<file path="src/rtl/csr_defines.sv">
// rtl/csr_defines.sv - shared CSR addresses, field positions and helpers
//
// Purpose: constants and types used by excp_csr_commit and excp_csr_rmux.
// Ports: none (package).
package csr_defines;

  // CSR address map
  localparam logic [13:0] CSR_CRMD      = 14'h000;
  localparam logic [13:0] CSR_PRMD      = 14'h001;
  localparam logic [13:0] CSR_ECFG      = 14'h004;
  localparam logic [13:0] CSR_ESTAT     = 14'h005;
  localparam logic [13:0] CSR_ERA       = 14'h006;
  localparam logic [13:0] CSR_BADV      = 14'h007;
  localparam logic [13:0] CSR_EENTRY    = 14'h00C;
  localparam logic [13:0] CSR_TLBRENTRY = 14'h088;
  localparam logic [13:0] CSR_TLBRERA   = 14'h08A;

  // Exception codes
  localparam logic [5:0] ECODE_SYS          = 6'h0B;
  localparam logic [5:0] ECODE_TLBR_DEFAULT = 6'h3F;

  // Field bit positions (LSB of multi-bit fields)
  localparam int CRMD_PLV       = 0;
  localparam int CRMD_IE        = 2;
  localparam int CRMD_DA        = 3;
  localparam int CRMD_PG        = 4;
  localparam int PRMD_PPLV      = 0;
  localparam int PRMD_PIE       = 2;
  localparam int ESTAT_IS       = 0;
  localparam int ESTAT_ECODE    = 16;
  localparam int ESTAT_ESUBCODE = 22;
  localparam int TLBRERA_ISTLBR = 0;

  typedef struct packed {
    logic       pg;
    logic       da;
    logic       ie;
    logic [1:0] plv;
  } crmd_t;

  // Masked CSR write: bits selected by wmask take wdata, the rest keep old_val.
  function automatic logic [31:0] csr_merge(input logic [31:0] old_val,
                                            input logic [31:0] wdata,
                                            input logic [31:0] wmask);
    return (old_val & ~wmask) | (wdata & wmask);
  endfunction

endpackage

</file>
<file path="src/rtl/excp_csr_rmux.sv">
// rtl/excp_csr_rmux.sv - CSR read-address decoder and data mux
//
// Purpose: selects one 32-bit CSR view by address; 0 for unimplemented addresses.
// Ports:
//   raddr                  in  14  CSR address
//   crmd..tlbrera          in  32  full-width CSR views (reserved bits already 0)
//   rdata                  out 32  selected CSR value
module excp_csr_rmux
  import csr_defines::*;
(
  input  logic [13:0] raddr,
  input  logic [31:0] crmd,
  input  logic [31:0] prmd,
  input  logic [31:0] ecfg,
  input  logic [31:0] estat,
  input  logic [31:0] era,
  input  logic [31:0] badv,
  input  logic [31:0] eentry,
  input  logic [31:0] tlbrentry,
  input  logic [31:0] tlbrera,
  output logic [31:0] rdata
);

  always_comb begin
    rdata = 32'h0;
    case (raddr)
      CSR_CRMD:      rdata = crmd;
      CSR_PRMD:      rdata = prmd;
      CSR_ECFG:      rdata = ecfg;
      CSR_ESTAT:     rdata = estat;
      CSR_ERA:       rdata = era;
      CSR_BADV:      rdata = badv;
      CSR_EENTRY:    rdata = eentry;
      CSR_TLBRENTRY: rdata = tlbrentry;
      CSR_TLBRERA:   rdata = tlbrera;
      default:       rdata = 32'h0;
    endcase
  end

endmodule

</file>
<file path="src/rtl/excp_csr_commit.sv">
// rtl/excp_csr_commit.sv - exception/ertn commit CSR block with fetch redirect
//
// Purpose: applies writeback exception entry / ertn to CRMD, PRMD, ESTAT, ERA,
// BADV, TLBRERA; owns ECFG, EENTRY, TLBRENTRY; CSR read/write port; registered
// redirect pulse and interrupt-pending flag.
// Ports:
//   clk, reset (sync, active-low)
//   excp_flush, ertn_flush            commit strobes (excp wins when both high)
//   excp_era, ecode, esubcode         exception PC and cause
//   badv, badv_valid                  faulting address and its update enable
//   excp_tlb, excp_tlbrefill          TLB-class / TLB-refill exception flags
//   hw_int                            level hardware interrupts -> ESTAT.IS[9:2]
//   csr_we, csr_waddr, csr_wdata, csr_wmask   masked CSR write
//   csr_raddr, csr_rdata              combinational CSR read (pre-update state)
//   redirect_valid, redirect_pc       registered one-cycle redirect to fetch
//   crmd_plv, crmd_da, crmd_pg        current mode bits
//   int_pending                       registered interrupt request
module excp_csr_commit
  import csr_defines::*;
#(
  parameter int          HW_INT_W   = 8,
  parameter logic [5:0]  ECODE_TLBR = ECODE_TLBR_DEFAULT,
  parameter int          ENTRY_LSB  = 6
) (
  input  logic                clk,
  input  logic                reset,
  input  logic                excp_flush,
  input  logic                ertn_flush,
  input  logic [31:0]         excp_era,
  input  logic [5:0]          ecode,
  input  logic [8:0]          esubcode,
  input  logic [31:0]         badv,
  input  logic                badv_valid,
  input  logic                excp_tlb,
  input  logic                excp_tlbrefill,
  input  logic [HW_INT_W-1:0] hw_int,
  input  logic                csr_we,
  input  logic [13:0]         csr_waddr,
  input  logic [31:0]         csr_wdata,
  input  logic [31:0]         csr_wmask,
  input  logic [13:0]         csr_raddr,
  output logic [31:0]         csr_rdata,
  output logic                redirect_valid,
  output logic [31:0]         redirect_pc,
  output logic [1:0]          crmd_plv,
  output logic                crmd_da,
  output logic                crmd_pg,
  output logic                int_pending
);

  // Architectural state
  crmd_t                 crmd;
  logic [2:0]            prmd;
  logic [12:0]           ecfg_lie;
  logic [1:0]            estat_is_sw;
  logic [HW_INT_W-1:0]   estat_is_hw;
  logic [5:0]            estat_ecode;
  logic [8:0]            estat_esubcode;
  logic [31:0]           era;
  logic [31:0]           badv_q;
  logic [31:ENTRY_LSB]   eentry;
  logic [31:ENTRY_LSB]   tlbrentry;
  logic [31:2]           tlbrera_pc;
  logic                  tlbrera_istlbr;

  // Full-width views
  logic [12:0] estat_is;
  logic [31:0] crmd_v, prmd_v, ecfg_v, estat_v, eentry_v, tlbrentry_v, tlbrera_v;
  logic [31:0] wr_old, wr_merged, target;

  // excp_tlb is only carried for a future TLBEHI; ECODE_TLBR is informational
  // since refill is signalled explicitly by excp_tlbrefill.
  logic unused_ok;
  assign unused_ok = &{1'b0, excp_tlb, (ecode == ECODE_TLBR)};

  assign estat_is = 13'({estat_is_hw, estat_is_sw});

  always_comb begin
    crmd_v                       = 32'h0;
    crmd_v[CRMD_PLV +: 2]        = crmd.plv;
    crmd_v[CRMD_IE]              = crmd.ie;
    crmd_v[CRMD_DA]              = crmd.da;
    crmd_v[CRMD_PG]              = crmd.pg;
    prmd_v                       = 32'h0;
    prmd_v[2:0]                  = prmd;
    ecfg_v                       = 32'h0;
    ecfg_v[12:0]                 = ecfg_lie;
    estat_v                      = 32'h0;
    estat_v[ESTAT_IS +: 13]      = estat_is;
    estat_v[ESTAT_ECODE +: 6]    = estat_ecode;
    estat_v[ESTAT_ESUBCODE +: 9] = estat_esubcode;
    tlbrera_v                    = 32'h0;
    tlbrera_v[31:2]              = tlbrera_pc;
    tlbrera_v[TLBRERA_ISTLBR]    = tlbrera_istlbr;
  end

  assign eentry_v    = {eentry, {ENTRY_LSB{1'b0}}};
  assign tlbrentry_v = {tlbrentry, {ENTRY_LSB{1'b0}}};

  excp_csr_rmux u_rmux_rd (
    .raddr     (csr_raddr),
    .crmd      (crmd_v),
    .prmd      (prmd_v),
    .ecfg      (ecfg_v),
    .estat     (estat_v),
    .era       (era),
    .badv      (badv_q),
    .eentry    (eentry_v),
    .tlbrentry (tlbrentry_v),
    .tlbrera   (tlbrera_v),
    .rdata     (csr_rdata)
  );

  // Second decoder fetches the current value at the write address so the
  // masked merge works on the whole word before writable fields are picked.
  excp_csr_rmux u_rmux_wr (
    .raddr     (csr_waddr),
    .crmd      (crmd_v),
    .prmd      (prmd_v),
    .ecfg      (ecfg_v),
    .estat     (estat_v),
    .era       (era),
    .badv      (badv_q),
    .eentry    (eentry_v),
    .tlbrentry (tlbrentry_v),
    .tlbrera   (tlbrera_v),
    .rdata     (wr_old)
  );

  assign wr_merged = csr_merge(wr_old, csr_wdata, csr_wmask);

  // Redirect target; excp_flush takes priority over ertn_flush.
  always_comb begin
    if (excp_flush) begin
      target = excp_tlbrefill ? tlbrentry_v : eentry_v;
    end else if (tlbrera_istlbr) begin
      target = {tlbrera_pc, 2'b00};
    end else begin
      target = era;
    end
  end

  always_ff @(posedge clk) begin
    if (!reset) begin
      crmd           <= '{pg: 1'b0, da: 1'b1, ie: 1'b0, plv: 2'd0};
      prmd           <= '0;
      ecfg_lie       <= '0;
      estat_is_sw    <= '0;
      estat_is_hw    <= '0;
      estat_ecode    <= '0;
      estat_esubcode <= '0;
      era            <= '0;
      badv_q         <= '0;
      eentry         <= '0;
      tlbrentry      <= '0;
      tlbrera_pc     <= '0;
      tlbrera_istlbr <= 1'b0;
      redirect_valid <= 1'b0;
      redirect_pc    <= '0;
      int_pending    <= 1'b0;
    end else begin
      estat_is_hw    <= hw_int;
      int_pending    <= (|(estat_is & ecfg_lie)) & crmd.ie;
      redirect_valid <= excp_flush | ertn_flush;
      if (excp_flush | ertn_flush) begin
        redirect_pc <= target;
      end

      if (excp_flush) begin
        prmd[PRMD_PPLV +: 2] <= crmd.plv;
        prmd[PRMD_PIE]       <= crmd.ie;
        crmd.plv             <= 2'd0;
        crmd.ie              <= 1'b0;
        estat_ecode          <= ecode;
        estat_esubcode       <= esubcode;
        if (badv_valid) begin
          badv_q <= badv;
        end
        if (excp_tlbrefill) begin
          tlbrera_pc     <= excp_era[31:2];
          tlbrera_istlbr <= 1'b1;
          crmd.da        <= 1'b1;
          crmd.pg        <= 1'b0;
        end else begin
          era <= excp_era;
        end
      end else if (ertn_flush) begin
        crmd.plv <= prmd[PRMD_PPLV +: 2];
        crmd.ie  <= prmd[PRMD_PIE];
        if (tlbrera_istlbr) begin
          crmd.da        <= 1'b0;
          crmd.pg        <= 1'b1;
          tlbrera_istlbr <= 1'b0;
        end
      end else if (csr_we) begin
        case (csr_waddr)
          CSR_CRMD: begin
            crmd.plv <= wr_merged[CRMD_PLV +: 2];
            crmd.ie  <= wr_merged[CRMD_IE];
            crmd.da  <= wr_merged[CRMD_DA];
            crmd.pg  <= wr_merged[CRMD_PG];
          end
          CSR_PRMD:      prmd        <= wr_merged[2:0];
          CSR_ECFG:      ecfg_lie    <= wr_merged[12:0];
          CSR_ESTAT:     estat_is_sw <= wr_merged[ESTAT_IS +: 2];
          CSR_ERA:       era         <= wr_merged;
          CSR_BADV:      badv_q      <= wr_merged;
          CSR_EENTRY:    eentry      <= wr_merged[31:ENTRY_LSB];
          CSR_TLBRENTRY: tlbrentry   <= wr_merged[31:ENTRY_LSB];
          CSR_TLBRERA: begin
            tlbrera_pc     <= wr_merged[31:2];
            tlbrera_istlbr <= wr_merged[TLBRERA_ISTLBR];
          end
          default: ;
        endcase
      end
    end
  end

  assign crmd_plv = crmd.plv;
  assign crmd_da  = crmd.da;
  assign crmd_pg  = crmd.pg;

endmodule

</file>
<file path="config.mk">
export PLATFORM = sky130hd
export DESIGN_NAME = excp_csr_commit
export DESIGN_NICKNAME = d
export VERILOG_FILES = /design/src/rtl/csr_defines.sv /design/src/rtl/excp_csr_rmux.sv /design/src/rtl/excp_csr_commit.sv
export SDC_FILE = /design/constraint.sdc
export NUM_CORES = 1
export LEC_CHECK = 0
export CORE_ASPECT_RATIO = 1.1
export CORE_UTILIZATION = 35
export CTS_CLUSTER_SIZE = 8
export DETAILED_ROUTE_END_ITERATION = 8
export SETUP_SLACK_MARGIN = 0.2
export SYNTH_ARGS = -nofsm -noshare
export SYNTH_HDL_FRONTEND = slang
export SYNTH_SLANG_ARGS = --single-unit
export TNS_END_PERCENT = 10
</file>
<file path="constraint.sdc">
create_clock -name clk -period 2.75 [get_ports clk]
set_input_delay 0.275 -clock clk [delete_from_list [all_inputs] [get_ports clk]]
set_output_delay 0.275 -clock clk [all_outputs]
set_load 0.02 [all_outputs]
</file>
==> results.yml, run 1 <==
final_layout:
  diodes: 0
  utilization_pct: 49.22
  instances_no_fill: 2512
  layout-drive-gt1-share_pct: 16.30
  syn_to_final_growth_pct: 38.23
  fillCellCount: 3676
  nNetsFinal: 2194
  ff_latch_area_mm2: 0.004546
  multiInputGateArea_mm2: 0.008472
die:
  die_area_mm2: 0.03974
  core-area_mm2: 0.03829
  io_pins: 257
  initial_utilization_pct: 35.60
  die_x_um: 190.2
  dieHeight_um: 209.0
  row_count: 75
global_route:
  grt_max_degree: 90
  grt_use_met1_pct: 40.09
  grtUsageTotal_pct: 30.32
  use_met2_pct: 49.04
  grt_pass1_vias: 14870
  gr-total-overflow: 0
  grt_util_met3_pct: 4.585
  antenna_found_initial: 1
  busiest_layer: "met2"
  grt_pass1_wl_mm: 91.78
yosys:
  syn_avg_cell_area_um2: 8.100
  synth_top_family_by_area: "compound AO/OA/AOI/OAI gates"
  yosysSeqAreaShare_pct: 33.34
  yosys.area_share.xor_xnor_pct: 0
  syn_inst: 1683
  yosys.area_share.simple_pct: 20.08
  async_flop_share_pct: 0
  synth_compound_area_share_pct: 28.21
  syn-cell-area_mm2: 0.01363
  synth-edff-count: 0
  ys_types: 84
  synth_fa_ha_area_share_pct: 0
  synth_nets: 1870
  ys.warnings.count: 0
  synth-main-ff-cell: "dfxtp_1"
  synth_mux_area_share_pct: 13.19
  synth_seq_cells: 227
placed_design:
  dp.cells: 2461
  port-buffer-count: 255
  routabilityCongestion: 0.9642
  place_worst_setup_slack_ps: -825.9
  post-dp-hpwl_mm: 43.22
setup_path:
  critical_path_depth: 12
  path_class: "input port to output pin"
  r2r_end: "crmd_da"
  reg2reg_slack_ps: 780
  crit_buf_inv: 6
  crit_path_max_fanout: 5
  cpMaxStageDelayCell: "or4_4"
  critPathTopFamily: "buffers and inverters"
  worst_setup_path_start_kind: "input port"
  cp.arrival_ps: 2360
  crit_path_end_kind: "output pin"
  cpMostUsedCell: "buf_4"
  reg2regPathDepth: 6
  cp_cell_sequence: "buf_6 > or4_4 > nor4_4 > buf_6 > buf_4 > nand2_1 > nor2_2 > buf_4 > buf_4 > a222oi_1 > o2111ai_1 > buf_4"
  cp.required_ps: 2480
  startpoint: "csr_raddr[9]"
  max_stage_delay_ps: 530
  reg2reg_from: "ecfg_lie[3]"
  crit_path_end: "csr_rdata[9]"
timing:
  maxSlewViolCount: 0
  period_minus_slack_ps: 2638
  setup_ws_ps: 112.4
  rsz0062_at_grt: "yes"
  skew_ps: 13.38
  fin_crit_sh_pct: 95.91
  slew_headroom_pct: 45.92
  final-hold-violation-count: 0
  max_freq_ghz: 0.3791
  worstMarginPinSlew_ps: 806.4
  setup_violations: 0
pwr:
  vdd_drop_max_mv: 0.3766
  power.leakage_nw: 7.127
  power_density_mw_per_mm2: 474.2
worst_hold_path:
  hold_path_class: "input port to flop"
clocking:
  cts_tree: "yes"
  cts_buffers: 34
  cts.sinks: 227
  clkTransAtPathRegs_ps: 50
  htreeDepth: 2
  clk_path_buf_depth: 3
  root_buffer: "clkbuf_16"
  insertion_delay_ps: 520
routing:
  drt-initial-drc-count: 1929
  vias_per_cell: 6.094
  drcViolationCount: 0
  ant_nets: 0
  first_pass_iters: 8
  drt_wl_total_mm: 61.64
  wl_per_cell_um: 24.54
  vias: 15310
status:
  outcome: "complete, no violations"
job:
  maxCapViolCount: 0
==> where the power goes <==
part	switching [W]	internal [W]	leakage, nW
logic	0.000764	0.000679	4.80
registers	0.000149	0.00343	1.86
clock network	0.00152	0.00239	0.467
total	0.00243	0.00650	7.13
==> cell type report <==
| cell class | instances | share of cell area, % |
|---|---|---|
| well taps | 500 | 3.320 |
| multi-input cells | 1284 | 44.96 |
| clock buffers | 41 | 5.046 |
| repair buffers | 434 | 22.03 |
| flip-flops and latches | 227 | 24.12 |
| inverters | 26 | 0.5179 |
==> cells in the final DEF (no fill, tap or decap), types with 7 or more instances in the layout <==
cell type / instances
inv_1: 24
and3b_1: 14
nor2_1: 181
mux2i_1: 156
a21o_1: 13
nand3_1: 17
nand4_1: 8
o21ai_0: 93
buf_2: 26
or3_1: 12
clkbuf_16: 37
a22oi_1: 17
mux2_2: 17
dfxtp_1: 226
nand2_1: 158
and4_1: 9
nor3_1: 12
o21a_1: 10
buf_12: 28
and2_1: 42
nor2b_1: 8
o32ai_1: 7
a21oi_1: 144
a2bb2oi_1: 9
and3_1: 16
clkdlybuf4s50_1: 208
o221ai_1: 10
a32o_1: 22
o211ai_1: 44
nor4_1: 7
o31ai_1: 9
a211oi_1: 59
o221a_2: 7
a31oi_1: 18
o22ai_1: 24
nand2b_1: 12
a222oi_1: 11
buf_4: 160
==> per-layer routing <==
| layer | vias up | routed length (um) |
|---|---|---|
| li1 | 6927 | - |
| met1 | 7318 | 25290 |
| met2 | 891 | 28270 |
| met3 | 169 | 5607 |
| met4 | 2 | 2462 |
| met5 | - | 13 |
==> through the flow <==
stage               hold WS, ps  total power (W)  TNS [ps]  area (um^2)
detailed placement        461.2         0.005056    -25650        17800
global placement          458.6         0.005044    -25170        17800
floorplan                 376.8         0.004278         0        13630
finish                    232.2         0.008935         0        18840
CTS                       226.2         0.008955         0        18830
global route              244.3         0.009203         0        18840
==> cells in the mapped netlist (all sizes together) (12+ instances only) <==
cell type,count,area [um^2]
dfxtp,227,4544
nor2,182,683.2
nand2,160,603.1
mux2i,156,1562
a21oi,146,734.5
o21ai,99,499.2
clkbuf,89,335.3
a211oi,62,480.5
buf,57,274.0
and2,45,281.5
o211ai,45,342.8
inv,25,93.84
o22ai,24,150.1
a32o,22,220.2
nand3,19,100.1
a31oi,18,112.6
a22oi,17,127.6
mux2,17,191.4
nor3,17,111.4
and3,16,100.1
and3b,14,122.6
a21o,13,97.59
nor4,13,162.6
or3,13,81.33
nand2b,12,75.07
==> flip-flops by register name, summed over array words and instances, names as in the netlist, 9 cells and up <==
signal          cells
ecfg_lie           13
era                32
eentry             26
tlbrera_pc         30
tlbrentry          26
badv_q             32
redirect_pc        32
estat_esubcode      9
==> worst reg2reg max path: cells and delay by family, from the launching register on <==
kind / cells / cell delay, ps
compound gates: 4 / 720
simple gates: 1 / 510
mux: 1 / 270
flops: 1 / 350
==> how the worst min path moves through the flow <==
stage	slack, ps	cells past startpoint	to	startpoint
final	230	3	redirect_valid	excp_flush
after global routing	240	3	redirect_valid	excp_flush
after CTS	230	4	crmd_da	excp_flush
after detailed placement	460	2	badv_q[5]	badv_q[5]
after global placement	460	2	redirect_pc[0]	redirect_pc[0]
after floorplan	380	1	tlbrera_istlbr	csr_we
==> timing repair <==
action                     CTS  global route
pin swaps                    9             0
setup endpoints to repair   32            32
setup buffers                5             1
gates resized for setup    187             1
cloned                       4             0
hold buffers                 0             0
==> logic make-up (layout without fill, tap and decap cells) <==
kind of cell    count (synthesis)  after routing
mux                           175            175
buf+inv                       172            501
simple gates                  542            542
flops                         227            227
compound gates                567            567
Note: power is estimated with default switching activity, not from simulation.
==> inputs of run 2 (changes only) <==
Settings changed: SLEW_MARGIN set to 20.
==> results of run 2 <==
Same layout as run 1: the final DEF is identical, and so are final timing and power.
